### config.mk
export PLATFORM = sky130hd
export DESIGN_NAME = multicycle_sequencer
export DESIGN_NICKNAME = d
export VERILOG_FILES = /design/src/rtl/seq_pkg.sv /design/src/rtl/op_class_decode.sv /design/src/rtl/multicycle_sequencer.sv
export SDC_FILE = /design/constraint.sdc
export NUM_CORES = 1
export LEC_CHECK = 0
export CAP_MARGIN = 20
export CORE_MARGIN = 5
export CORE_UTILIZATION = 50
export DETAILED_ROUTE_END_ITERATION = 16
export PLACE_DENSITY = 0.81
export SYNTH_ARGS = -nofsm -noshare
export SYNTH_HDL_FRONTEND = slang
export SYNTH_SLANG_ARGS = --single-unit
### constraint.sdc
create_clock -name clk -period 5.5 [get_ports clk]
set_clock_uncertainty 0.2 [all_clocks]
set_input_delay 1.1 -clock clk [delete_from_list [all_inputs] [get_ports clk]]
set_output_delay 1.1 -clock clk [all_outputs]
set_load 0.01 [all_outputs]
### src/rtl/seq_pkg.sv
// ---------------------------------------------------------------------------
// seq_pkg: opcodes, phase encodings and instruction classes for the sequencer
// Rev 1.0
// ---------------------------------------------------------------------------
`default_nettype none

package seq_pkg;

  localparam logic [6:0] OP_R   = 7'b0110011;
  localparam logic [6:0] OP_I   = 7'b0010011;
  localparam logic [6:0] OP_LW  = 7'b0000011;
  localparam logic [6:0] OP_SW  = 7'b0100011;
  localparam logic [6:0] OP_BEQ = 7'b1100011;

  // Encodings double as the externally visible phase output.
  typedef enum logic [2:0] {
    ST_IDLE   = 3'd0,
    ST_FETCH  = 3'd1,
    ST_DECODE = 3'd2,
    ST_EXEC   = 3'd3,
    ST_MEM    = 3'd4,
    ST_WB     = 3'd5,
    ST_TRAP   = 3'd7
  } state_e;

  typedef enum logic [2:0] {
    CL_R   = 3'd0,
    CL_I   = 3'd1,
    CL_LW  = 3'd2,
    CL_SW  = 3'd3,
    CL_BEQ = 3'd4,
    CL_ILL = 3'd5
  } class_e;

endpackage

`default_nettype wire

### src/rtl/op_class_decode.sv
// ---------------------------------------------------------------------------
// op_class_decode: combinational opcode to instruction class classifier
// Rev 1.0
// ---------------------------------------------------------------------------
`default_nettype none

module op_class_decode
  import seq_pkg::*;
(
  input  logic [6:0] opcode,
  output class_e     op_class,
  output logic       illegal
);

  always_comb begin
    op_class = CL_ILL;
    case (opcode)
      OP_R:    op_class = CL_R;
      OP_I:    op_class = CL_I;
      OP_LW:   op_class = CL_LW;
      OP_SW:   op_class = CL_SW;
      OP_BEQ:  op_class = CL_BEQ;
      default: op_class = CL_ILL;
    endcase
  end

  assign illegal = (op_class == CL_ILL);

endmodule

`default_nettype wire

### src/rtl/multicycle_sequencer.sv
// ---------------------------------------------------------------------------
// multicycle_sequencer: phase timing and strobes for the RV32 subset datapath
// Rev 1.0
// ---------------------------------------------------------------------------
`default_nettype none

module multicycle_sequencer
  import seq_pkg::*;
#(
  parameter int MEM_LAT    = 2,
  parameter int IO_TIMEOUT = 16
) (
  input  logic        clk,
  input  logic        rst_n,
  input  logic        run,
  input  logic [6:0]  opcode,
  input  logic        io_access,
  input  logic        io_ready,
  input  logic        branch_taken,
  output logic        imem_en,
  output logic        ir_we,
  output logic        pc_we,
  output logic        pc_src_branch,
  output logic        dmem_rd,
  output logic        dmem_wr,
  output logic        io_rd,
  output logic        io_wr,
  output logic        reg_we,
  output logic        instr_done,
  output logic [2:0]  phase,
  output logic        illegal_op,
  output logic        io_timeout,
  output logic [31:0] instret
);

  localparam int CNT_MAX = (MEM_LAT > IO_TIMEOUT) ? MEM_LAT : IO_TIMEOUT;
  localparam int CW      = $clog2(CNT_MAX + 1);
  localparam logic [CW-1:0] MEM_LAST = CW'(MEM_LAT - 1);
  localparam logic [CW-1:0] IO_LAST  = CW'(IO_TIMEOUT - 1);

  state_e          state_q, state_d;
  class_e          cls_q, cls_d;
  logic [CW-1:0]   cnt_q, cnt_d;
  logic            illegal_q, illegal_d;
  logic            timeout_q, timeout_d;
  logic [31:0]     instret_q, instret_d;
  logic            retire;
  class_e          dec_cls;
  logic            dec_illegal;

  op_class_decode u_op_class_decode (
    .opcode   (opcode),
    .op_class (dec_cls),
    .illegal  (dec_illegal)
  );

  always_comb begin
    state_d       = state_q;
    cls_d         = cls_q;
    illegal_d     = illegal_q;
    timeout_d     = timeout_q;
    instret_d     = instret_q;
    retire        = 1'b0;
    imem_en       = 1'b0;
    ir_we         = 1'b0;
    pc_src_branch = 1'b0;
    dmem_rd       = 1'b0;
    dmem_wr       = 1'b0;
    io_rd         = 1'b0;
    io_wr         = 1'b0;
    reg_we        = 1'b0;

    case (state_q)
      ST_IDLE: if (run) state_d = ST_FETCH;
      ST_FETCH: begin
        imem_en = 1'b1;
        if (cnt_q == MEM_LAST) begin
          ir_we   = 1'b1;
          state_d = ST_DECODE;
        end
      end
      ST_DECODE: begin
        cls_d = dec_cls;
        if (dec_illegal) begin
          illegal_d = 1'b1;
          state_d   = ST_TRAP;
        end else begin
          state_d = ST_EXEC;
        end
      end
      ST_EXEC: begin
        case (cls_q)
          CL_BEQ: begin
            retire        = 1'b1;
            pc_src_branch = branch_taken;
          end
          CL_LW, CL_SW: state_d = ST_MEM;
          default:      state_d = ST_WB;
        endcase
      end
      ST_MEM: begin
        // io_access is re-sampled every MEM cycle; the IO path shares cnt as its timeout.
        if (io_access) begin
          io_rd = (cls_q == CL_LW);
          io_wr = (cls_q != CL_LW);
          if (io_ready) begin
            if (cls_q == CL_LW) state_d = ST_WB;
            else                retire  = 1'b1;
          end else if (cnt_q == IO_LAST) begin
            timeout_d = 1'b1;
            state_d   = ST_TRAP;
          end
        end else if (cls_q == CL_LW) begin
          dmem_rd = 1'b1;
          if (cnt_q == MEM_LAST) state_d = ST_WB;
        end else begin
          dmem_wr = 1'b1;
          retire  = 1'b1;
        end
      end
      ST_WB: begin
        reg_we = 1'b1;
        retire = 1'b1;
      end
      ST_TRAP: state_d = ST_TRAP;
      default: state_d = ST_IDLE;
    endcase

    if (retire) begin
      instret_d = instret_q + 32'd1;
      state_d   = run ? ST_FETCH : ST_IDLE;
    end

    if ((state_d != state_q) || !((state_q == ST_FETCH) || (state_q == ST_MEM)))
      cnt_d = '0;
    else
      cnt_d = cnt_q + 1'b1;
  end

  assign pc_we      = retire;
  assign instr_done = retire;
  assign phase      = state_q;
  assign illegal_op = illegal_q;
  assign io_timeout = timeout_q;
  assign instret    = instret_q;

  always_ff @(posedge clk or negedge rst_n) begin
    if (!rst_n) begin
      state_q   <= ST_IDLE;
      cls_q     <= CL_R;
      cnt_q     <= '0;
      illegal_q <= 1'b0;
      timeout_q <= 1'b0;
      instret_q <= '0;
    end else begin
      state_q   <= state_d;
      cls_q     <= cls_d;
      cnt_q     <= cnt_d;
      illegal_q <= illegal_d;
      timeout_q <= timeout_d;
      instret_q <= instret_d;
    end
  end

endmodule

`default_nettype wire

# Word level (Yosys, flattened, before mapping)
# Cells that the tools add are included.
[word_totals]
register_bits = 45
latchBits = 0
ram_bits = 0
rom_bits = 0
inputBits = 13
output_inout_bits = 47
wordCells = 70
mem_count = 0
[op_classes]
addsub = 2
mul = 0
div_mod_pow = 0
order_cmp = 0
eq_ne = 19
shifts = 0
n_mux = 35
bitwise = 1
reduce_logical = 7
[ops]
columns = ["cell", "n"]
rows = [
  ["adder 32 x 1 -> 32 bit, second input constant", 1],
  ["two-way mux 3 bit", 10],
  ["one-hot mux 3 bit (7 select lines)", 1],
  ["two-way mux 1 bit", 20],
  ["== test 3 bit, second input constant", 5],
  ["one-hot mux 3 bit (5 select lines)", 1],
  ["== test 7 x 6 -> 1 bit, second input constant", 2],
  ["== test 3 x 2 -> 1 bit, second input constant", 4],
  ["== test 7 x 2 -> 1 bit, second input constant", 1],
  ["== test 7 x 5 -> 1 bit, second input constant", 1],
  ["== test 7 bit, second input constant", 1],
  ["one-hot mux 3 bit (2 select lines)", 1],
  ["adder 5 x 1 -> 5 bit, second input constant", 1],
  ["== test 5 x 1 -> 1 bit, second input constant", 1],
  ["== test 5 x 4 -> 1 bit, second input constant", 1],
  ["two-way mux 5 bit", 1],
  ["AND reduction 4 bit", 1],
  ["== test 3 x 1 -> 1 bit, second input constant", 1],
  ["logical NOT 3 bit", 1],
  ["inequality test 3 x 2 -> 1 bit, second input constant", 1],
  ["inequality test 3 bit", 1],
  ["one-hot mux 1 bit (3 select lines)", 1],
  ["logical OR 1 bit", 2],
  ["AND reduction 2 bit", 1],
  ["3 further kinds", 3],
]

# Depth between registers and ports, before layout
# Gate-level depths: netlist (run 1).
[logic_depth]
depth_word = 9
depth_mapped = 7
mapped_depth_nobuf = 7

# By module
# From an unflattened synthesis (run 1), not the netlist that was laid out.
[hier_totals]
cells_unflattened = 237
area_unflattened_um2 = 2469.9
[by_module_without_submodules]
columns = ["module", "instances", "cells_each", "area_per_inst_um2", "seq_area_each_um2"]
rows = [
  ["multicycle_sequencer", 1, 226, 2399.8, 1126.1],
  ["op_class_decode", 1, 11, 70.1, 0.0],
]

# Least setup slack after synthesis (run 1)
# OpenSTA, ideal clock, no wires.
[synth_timing]
path_kind = "input-to-output"
from = "input io_ready"
to = "output pc_we"
arrival_time_ns = 2.078
t_required_ns = 4.200
slack_ns = 2.122
path_stages = 5
path_buffers = 2
path_cell_list = "nor3b_1 > nor3_4 > or2_1 > buf_2 > buf_4"
[synth_between]
elab_chain_len = 3
[synth_lines]
columns = ["element", "line_no", "rtl"]
rows = [
  ["start: declaration", "multicycle_sequencer.sv:18", "input logic io_ready,"],
  ["two-way mux 1 bit", "multicycle_sequencer.sv:106", "if (io_ready) begin"],
  ["two-way mux 1 bit", "multicycle_sequencer.sv:103", "if (io_access) begin"],
  ["one-hot mux 1 bit (3 select lines)", "multicycle_sequencer.sv:73", "case (state_q)"],
  ["end: declaration", "multicycle_sequencer.sv:22", "output logic pc_we,"],
]
# No other way between the ends.

# Final worst setup path (run 1)
[layout_timing]
from = "input io_access"
to = "output instr_done"
[layout_between]
elab_chain_len = 2
[layout_lines]
columns = ["element", "line_no", "rtl"]
rows = [
  ["start: declaration", "multicycle_sequencer.sv:17", "input logic io_access,"],
  ["two-way mux 1 bit", "multicycle_sequencer.sv:103", ""],
  ["one-hot mux 1 bit (3 select lines)", "multicycle_sequencer.sv:73", ""],
  ["end: declaration", "multicycle_sequencer.sv:29", "output logic instr_done,"],
]
# No other way between the ends.

==> results of run 1 <==
## metrics by stage
step / std cells / instance area, um2 / setup slack [ns] / total power [uW]
finish: 359 / 3199 / 1.144 / 984.4
global route: 359 / 3199 / 1.032 / 1050
CTS: 358 / 3179 / 1.137 / 991.4
detailed placement: 350 / 3078 / 1.151 / 769.9
global placement: 350 / 3078 / 1.169 / 765.8
floorplan: 232 / 2461 / 2.122 / 640.9
## cell type report
| class | count | area share [%] |
|---|---|---|
| Inverter | 9 | 1.056 |
| Timing Repair Buffer | 60 | 18.93 |
| Multi-Input combinational cell | 170 | 39.03 |
| Clock buffer | 7 | 3.011 |
| Sequential cell | 45 | 35.20 |
| Clock inverter | 1 | 0.1564 |
| Tap cell | 67 | 2.620 |
## state kept, by name, summed over array words and instances, names as in the netlist
signal and count:
phase 3, cls_q 3, illegal_op 1, io_timeout 1, instret 32, cnt_q 5
## report_power, final
| group | total (uW) | switching, uW | internal (uW) |
|---|---|---|---|
| Sequential | 444 | 72.9 | 371 |
| Clock | 221 | 108 | 114 |
| Combinational | 319 | 153 | 166 |
## metal layers
layer  routed length, um  global-route usage, %  up-vias
met2                2449                  28.39       32
met3                 224                  4.933        8
met1                2243                  22.19      919
met5                   0                      0        -
met4                  68                  6.081        0
li1                    -                      -      928
## cells in the mapped netlist, drive strengths merged (6+ instances only)
| master | n |
|---|---|
| nand3 | 10 |
| buf | 7 |
| nand2 | 17 |
| and3 | 6 |
| dfrtp | 45 |
| xnor2 | 11 |
| nor2 | 19 |
| inv | 9 |
| nand2b | 6 |
| xor2 | 22 |
| nor3 | 23 |
## kinds of logic (layout without fill, tap and decap cells)
group,after synthesis,after routing,share of synthesized area (%)
flops,45,45,45.75
compound gates,22,22,7.881
mux,3,3,1.271
fa+ha+maj,4,4,2.034
simple gates,108,108,27.81
xor+xnor,33,33,11.74
buf+inv,17,77,3.507
## how the worst max path moves through the flow
stage / from / endpoint / slack [ns] / cells past startpoint
after global placement: io_access / instr_done / 1.17 / 5
after detailed placement: io_access / instr_done / 1.15 / 5
after CTS: io_access / instr_done / 1.14 / 5
after global routing: io_access / instr_done / 1.03 / 5
after floorplan: io_ready / pc_we / 2.12 / 5
final: io_access / instr_done / 1.14 / 5
==> impl_metrics.csv, run 1 <==
group,metric,value,unit
finish,mostFrequentLayoutCells,"clkdlybuf4s50_1, dfrtp_1, xor2_1",
detailed_routing,drtIter0Drc,78,
detailed_routing,vias,1887,
sta,rsz0062_at_grt,"false",
global_routing,overflow,0,
worst_setup_path,cp_num_buf_inv,2,
worst_setup_path,slowest_stage,"clkdlybuf4s50_1",
sta,slew_headroom,46.96,%
clock_tree,hold_buffers,0,
synth,ys_ff_latch,45,
sta,slew_violations,0,
clock_tree,cts_tree,"yes",
sta,timing.fmax,229.6,MHz
detailed_routing,wl,4.985,mm
synth,async_flop_share,100.0,%
floorplan,die_x,80.16,um
clock_tree,cts_buffers,5,
synth,synth_nets,249,
clock_tree,post_cts_resized,0,
worst_setup_path,crit_fanout,7,
clock_tree,clk_latency,0.30,ns
synth,yosysTopAreaCell,"dfrtp_1",
synth,synth_top_area_share,45.75,%
worst_setup_path,ff2ff_path_depth,5,
clock_tree,clockBufferDepth,2,
power_and_ir_drop,power.leakage,0.001397,uW
worst_setup_path,cp-start-kind,"input port",
floorplan,die_area,0.006426,mm2
synth,synthCells,232,
place,gp_congestion,0.8441,
floorplan,rows,25,
synth,syn_avg_cell_area,10.61,um2
finish,final-seq-area,0.001126,mm2
flow_run,cap_violations,0,
clock_tree,post_cts_buffers,0,
finish,final_common_cell,"clkdlybuf4s50_1",
detailed_routing,drc,0,
global_routing,grt_use_total,17.46,%
floorplan,core_region_area,0.004755,mm2
finish,multi_input_area,0.001249,mm2
synth,synth_edf_count,0,
clock_tree,clkTransAtPathRegs,0.09,ns
power_and_ir_drop,peakVddDrop,0.2063,mV
synth,seq_area_frac_synth,45.75,%
worst_setup_path,crit_top_cell,"clkdlybuf4s50_1",
sta,fin_hold_ws,0.2697,ns
outcome,outcome,"finished clean",
finish,diodes,0,
sta,fin_crit,4.356,ns
worst_setup_path,regToRegSetupSlack,3.03,ns
sta,period_share,79.19,%
worst_setup_path,crit_family,"buffers and inverters",
worst_setup_path,crit_required,4.20,ns
floorplan,ios,60,
clock_tree,cts-htree-levels,2,
worst_setup_path,crit-reg2reg-launch,"instret[11]$_DFFE_PN0P_",
synth,yosys_most_used_dff,"dfrtp_1",
finish,drive_gt1_share,11.64,%
synth,yosys_warnings,0,
hold_path,min_to,"instret[31]$_DFFE_PN0P_",
detailed_routing,ant_nets,0,
worst_setup_path,cp_cell_sequence,"clkdlybuf4s50_1 > nor3b_1 > nor3_4 > or2_1 > clkdlybuf4s50_1",
sta,setup_viol,0,
global_routing,grt_max_degree,46,
finish,fill_cells,375,
hold_path,hp-start,"instret[31]$_DFFE_PN0P_",
worst_setup_path,critPathKind,"input port to output port",
finish,syn_to_final_growth,30.00,%
global_routing,antenna_found_initial,0,
synth,synth_area,0.002461,mm2
synth,synth_cell_types,49,
worst_setup_path,end_kind,"output port",
detailed_routing,routed_via_density,5.256,
power_and_ir_drop,powerDensity,307.7,mW/mm2
clock_tree,clock-sinks,45,
worst_setup_path,r2r_end,"instret[31]$_DFFE_PN0P_",
sta,hold_viol_final,0,
detailed_routing,detail_route.first_pass.iterations,4,
sta,final.setup.tns,0,ns
hold_path,min_path_cells,1,
finish,nNetsFinal,308,
sta,tightest_slew,0.7933,ns
global_routing,grt_pass1_vias,1912,
worst_setup_path,critical_path.max_stage_delay,0.53,ns
detailed_routing,post_drt_wl_per_cell,13.89,um
worst_setup_path,critPathArrivalTime,3.06,ns
global_routing,grt_pass1_wl,8.832,mm
place,dp_hpwl,3.627,mm
hold_path,hold_class,"flip-flop to flip-flop",
floorplan,die_h,80.16,um
place,portBuffers,59,
floorplan,start_util,51.76,%
finish,utilization,67.29,%
synth,synth_area_leaders,"dfrtp_1, xor2_1, nor3_2",
clock_tree,cts_root_buf,"clkbuf_8",
Power figures use the tool's default switching activity.
==> inputs of run 2 (changes only) <==
Settings changed: CORE_UTILIZATION 50 to 45, PLACE_DENSITY 0.81 to 0.77.
Clock period 5.5 ns to 3.6 ns, I/O delays scaled along.
==> run 2 against run 1 <==
Effect of this change:
- combinational power rose by 59%
- sequential share of layout area decreased by 0.38 points
- clock power up 75%
- final area grew 1.1%
- non-clock buffer count is 2 higher
- critical endpoint is now pc_we
==> impl_metrics.csv, run 2 (synthesized netlist as in run 1, its figures left out) <==
group,metric,value,unit
outcome,outcome,"finished clean",
floorplan,die_x,83.96,um
worst_setup_path,critPathKind,"input port to output port",
clock_tree,clk_latency,0.30,ns
sta,slew_violations,0,
worst_setup_path,end_kind,"output port",
worst_setup_path,cp_num_buf_inv,2,
worst_setup_path,path_depth,5,
global_routing,grt_max_degree,46,
sta,setup_viol,0,
clock_tree,cts_root_buf,"clkbuf_8",
detailed_routing,ant_nets,0,
sta,fin_crit,3.387,ns
finish,drive_gt1_share,12.24,%
clock_tree,clock-sinks,45,
finish,utilization,59.84,%
global_routing,overflow,0,
worst_setup_path,crit_required,2.68,ns
sta,rsz0062_at_grt,"false",
finish,final_common_cell,"clkdlybuf4s50_1",
power_and_ir_drop,peakVddDrop,0.3076,mV
clock_tree,cts-htree-levels,2,
global_routing,antenna_found_initial,0,
floorplan,die_h,83.96,um
place,place_ws,0.2094,ns
hold_path,hold_class,"input port to asynchronous set/reset pin",
finish,diodes,0,
worst_setup_path,critical_path.max_stage_delay,0.53,ns
detailed_routing,drtIter0Drc,73,
sta,slew_headroom,49.92,%
clock_tree,post_cts_resized,0,
place,portBuffers,59,
global_routing,grt_pass1_wl,8.949,mm
floorplan,core_region_area,0.005405,mm2
sta,final.setup.tns,0,ns
sta,layout_setup_ws,0.2131,ns
finish,mostFrequentLayoutCells,"clkdlybuf4s50_1, dfrtp_1, xor2_1",
floorplan,ios,60,
detailed_routing,drc,0,
sta,timing.fmax,295.3,MHz
detailed_routing,vias,1862,
finish,nNetsFinal,310,
power_and_ir_drop,power.leakage,0.001408,uW
sta,hold_viol_final,0,
worst_setup_path,crit-reg2reg-launch,"phase[2]$_DFF_PN0_",
global_routing,grt_pass1_vias,1854,
worst_setup_path,endpoint,"pc_we",
worst_setup_path,crit_fanout,4,
worst_setup_path,slowest_stage,"clkdlybuf4s50_1",
clock_tree,cts_tree,"yes",
sta,fin_hold_ws,0.1267,ns
floorplan,rows,27,
worst_setup_path,crit_top_cell,"clkdlybuf4s50_1",
place,dp_hpwl,3.776,mm
worst_setup_path,cp-start-kind,"input port",
detailed_routing,routed_via_density,5.087,
detailed_routing,detail_route.first_pass.iterations,4,
global_routing,grt_use_total,15.47,%
finish,syn_to_final_growth,31.42,%
power_and_ir_drop,powerDensity,486.5,mW/mm2
clock_tree,hold_buffers,0,
flow_run,cap_violations,0,
sta,period_share,94.08,%
sta,tightest_slew,0.7490,ns
clock_tree,cts_buffers,5,
detailed_routing,wl,5.154,mm
worst_setup_path,crit_family,"buffers and inverters",
clock_tree,clockBufferDepth,2,
floorplan,die_area,0.007048,mm2
worst_setup_path,r2r_end,"instret[24]$_DFFE_PN0P_",
worst_setup_path,regToRegSetupSlack,1.08,ns
floorplan,start_util,45.53,%
clock_tree,clkTransAtPathRegs,0.08,ns
worst_setup_path,cp_cell_sequence,"clkdlybuf4s50_1 > nor3b_1 > nor3_4 > or2_1 > clkdlybuf4s50_1",
worst_setup_path,startpoint,"io_access",
worst_setup_path,ff2ff_path_depth,5,
clock_tree,post_cts_buffers,0,
finish,largest_reg_flops,32,
place,gp_congestion,0.7738,
detailed_routing,post_drt_wl_per_cell,14.08,um
worst_setup_path,critPathArrivalTime,2.47,ns
-- run 2: worst min path at each step --
stage | from | end | slack, ns | depth (start not counted)
2_1_floorplan | rst_n | cls_q[0]$_DFFE_PN0P_ | 0.22 | 0
3_3_place_gp | io_timeout$_DFFE_PN0P_ | io_timeout$_DFFE_PN0P_ | 0.25 | 1
3_5_place_dp | io_timeout$_DFFE_PN0P_ | io_timeout$_DFFE_PN0P_ | 0.26 | 1
4_1_cts | io_timeout$_DFFE_PN0P_ | io_timeout$_DFFE_PN0P_ | 0.28 | 1
5_1_grt | rst_n | instret[13]$_DFFE_PN0P_ | 0.15 | 1
6_report | rst_n | instret[0]$_DFFE_PN0P_ | 0.13 | 1
-- run 2: routing by layer --
layer | vias to the layer above | part of all wire (%) | global-route usage [%]
met3 | 5 | 2.9 | 3.159
met1 | 903 | 48 | 21.02
met4 | 0 | 1.2 | 4.825
met5 | - | 0 | 0
li1 | 924 | - | -
met2 | 30 | 48 | 24.80
-- run 2: area by class of cell --
class,instances,area [um2]
Clock buffer,5,68.82
Clock inverter,3,46.29
Fill cell,466,2171
Inverter,9,33.78
Multi-Input combinational cell,170,1249
Sequential cell,45,1126
Tap cell,72,90.09
Timing Repair Buffer,62,620.6
-- run 2: per-stage QoR --
step | cells | total power (uW) | cell area, um2
2_1_floorplan | 232 | 979.2 | 2461
3_3_place_gp | 357 | 1180 | 3099
3_5_place_dp | 357 | 1193 | 3099
4_1_cts | 365 | 1583 | 3214
5_1_grt | 366 | 1673 | 3234
6_report | 366 | 1573 | 3234
-- run 2: power by group --
part	switching (uW)	total, uW	internal, uW
Clock	179	386	208
Sequential	114	681	567
Combinational	243	506	263
Total	536	1570	1040
==> inputs of run 3 (changes only) <==
Settings changed: CORE_MARGIN 5 to default, SETUP_SLACK_MARGIN from default to 0.1.
==> run 3 against run 2 <==
Effect of this change:
- via count increased by 2.1%
- global-route usage increased by 3.4 points
- total power fell by 5.1%
- combinational power up 3%
- die area fell by 18%
- setup slack gained 0.0055 ns
- first-iteration DRC count shrank 37%
- clock-buffer cell count is 1 higher
- worst hold slack worse by 0.016 ns
- critical path type unchanged
==> impl_metrics.csv, run 3 (synthesized netlist as in run 1, its figures left out) <==
group,metric,value,unit
clock_tree,cts_tree,"yes",
detailed_routing,drtIter0Drc,46,
clock_tree,clkTransAtPathRegs,0.08,ns
sta,slew_violations,0,
clock_tree,cts_buffers,5,
clock_tree,post_cts_resized,0,
worst_setup_path,critPathKind,"input port to output port",
worst_setup_path,endpoint,"pc_we",
detailed_routing,ant_nets,0,
detailed_routing,detail_route.first_pass.iterations,4,
flow_run,cap_violations,0,
sta,period_share,93.93,%
clock_tree,cts-htree-levels,2,
worst_setup_path,crit-reg2reg-launch,"phase[1]$_DFF_PN0_",
detailed_routing,drc,0,
place,portBuffers,59,
finish,nNetsFinal,312,
clock_tree,cts_root_buf,"clkbuf_8",
sta,tightest_slew,0.7564,ns
finish,final_cell_area,0.003214,mm2
finish,largest_reg_flops,32,
worst_setup_path,ff2ff_path_depth,5,
place,dp_hpwl,3.607,mm
finish,diodes,0,
worst_setup_path,crit_required,2.68,ns
worst_setup_path,critPathArrivalTime,2.46,ns
floorplan,start_util,47.58,%
detailed_routing,wl_met3,142,um
power_and_ir_drop,peakVddDrop,0.4456,mV
power_and_ir_drop,seqPwrFrac,45.1,%
global_routing,grt_pass1_vias,1860,
floorplan,die_h,75.96,um
hold_path,hold_class,"input port to asynchronous set/reset pin",
detailed_routing,routed.top_layer,"met4",
place,dpl-instance-area,0.003104,mm2
clock_tree,clk_latency,0.30,ns
place,dp_cells,356,
clock_tree,post_cts_buffers,1,
worst_setup_path,cp-start-kind,"input port",
worst_setup_path,end_kind,"output port",
finish,final_common_cell,"clkdlybuf4s50_1",
clock_tree,clockBufferDepth,2,
power_and_ir_drop,power.leakage,0.001409,uW
global_routing,overflow,0,
worst_setup_path,r2r_end,"instret[24]$_DFFE_PN0P_",
power_and_ir_drop,p_int,969.4,uW
floorplan,ios,60,
global_routing,grt_pass1_wl,8.838,mm
floorplan,core_region_area,0.005172,mm2
place,place_ws,0.07214,ns
clock_tree,clock-sinks,45,
place,gp_congestion,0.7714,
power_and_ir_drop,sw_frac_of_total,35.10,%
global_routing,grt_max_degree,46,
worst_setup_path,slowest_stage,"clkdlybuf4s50_1",
finish,utilization,62.14,%
detailed_routing,route.met2.wl,2.452,mm
power_and_ir_drop,powerDensity,464.7,mW/mm2
sta,final.setup.tns,0,ns
floorplan,die_x,75.96,um
sta,fin_crit,3.381,ns
detailed_routing,routed_via_density,5.197,
floorplan,die_area,0.005769,mm2
detailed_routing,post_drt_wl_per_cell,13.60,um
clock_tree,hold_buffers,0,
detailed_routing,wl,4.978,mm
sta,timing.fmax,295.7,MHz
worst_setup_path,startpoint,"io_access",
sta,layout_setup_ws,0.2186,ns
global_routing,grt_use_total,18.90,%
detailed_routing,m1WireLength,2.315,mm
finish,syn_to_final_growth,30.60,%
detailed_routing,vias,1902,
sta,hold_viol_final,0,
worst_setup_path,crit_top_cell,"clkdlybuf4s50_1",
power_and_ir_drop,p_switching,524.3,uW
sta,setup_viol,0,
finish,mostFrequentLayoutCells,"clkdlybuf4s50_1, dfrtp_1, xor2_1",
finish,instances_no_fill,366,
worst_setup_path,cp_cell_sequence,"clkdlybuf4s50_1 > nor3b_1 > buf_4 > nor3_4 > or2_1 > clkdlybuf4s50_1",
worst_setup_path,crit_fanout,4,
worst_setup_path,critical_path.max_stage_delay,0.58,ns
sta,rsz0062_at_grt,"false",
floorplan,rows,26,
global_routing,antenna_found_initial,0,
outcome,outcome,"finished clean",
finish,drive_gt1_share,12.50,%
sta,slew_headroom,49.42,%
power_and_ir_drop,power_frac_clock,20.1,%
power_and_ir_drop,share_comb_of_total_power,34.8,%
worst_setup_path,regToRegSetupSlack,1.09,ns
## run 3: how the worst min path moves through the flow
stage,end,slack [ns],cells after the start
after floorplan,cls_q[0]$_DFFE_PN0P_,0.22,0
after global placement,io_timeout$_DFFE_PN0P_,0.25,1
after detailed placement,instret[31]$_DFFE_PN0P_,0.26,1
after CTS,instret[31]$_DFFE_PN0P_,0.28,1
after global routing,instret[25]$_DFFE_PN0P_,0.12,1
final,instret[25]$_DFFE_PN0P_,0.11,1
## run 3: power groups by stage
stage	combinational, uW	clock [uW]	sequential [uW]
2_1_floorplan	321	0	659
3_3_place_gp	508	0	676
3_5_place_dp	518	0	681
4_1_cts	522	314	672
5_1_grt	570	333	687
6_report	520	300	673
## run 3: through the flow
stage / total power [uW] / hold WS [ns]
detailed placement: 1199 / 0.2600
finish: 1494 / 0.1112
global route: 1589 / 0.1203
floorplan: 979.2 / 0.2244
global placement: 1185 / 0.2489
CTS: 1508 / 0.2758
## run 3: critical path, delay by kind of cell
| family | cells | cell delay (ns) |
|---|---|---|
| simple gates | 3 | 0.53 |
| buf+inv | 3 | 1.21 |
## run 3: routing by layer
metal / track usage (%) / vias to the layer above
met1: 24.57 / 943
met5: 0 / -
met3: 3.855 / 6
met2: 31.73 / 28
met4: 5.769 / 0
li1: - / 925
## run 3: layout make-up
cell class	instances	area, um2
clock buffers	6	72.57
clock inverters	2	10.01
fillers	439	1958
inverters	9	33.78
multi-input cells	170	1249
flip-flops and latches	45	1126
well taps	70	87.58
repair buffers	64	635.6
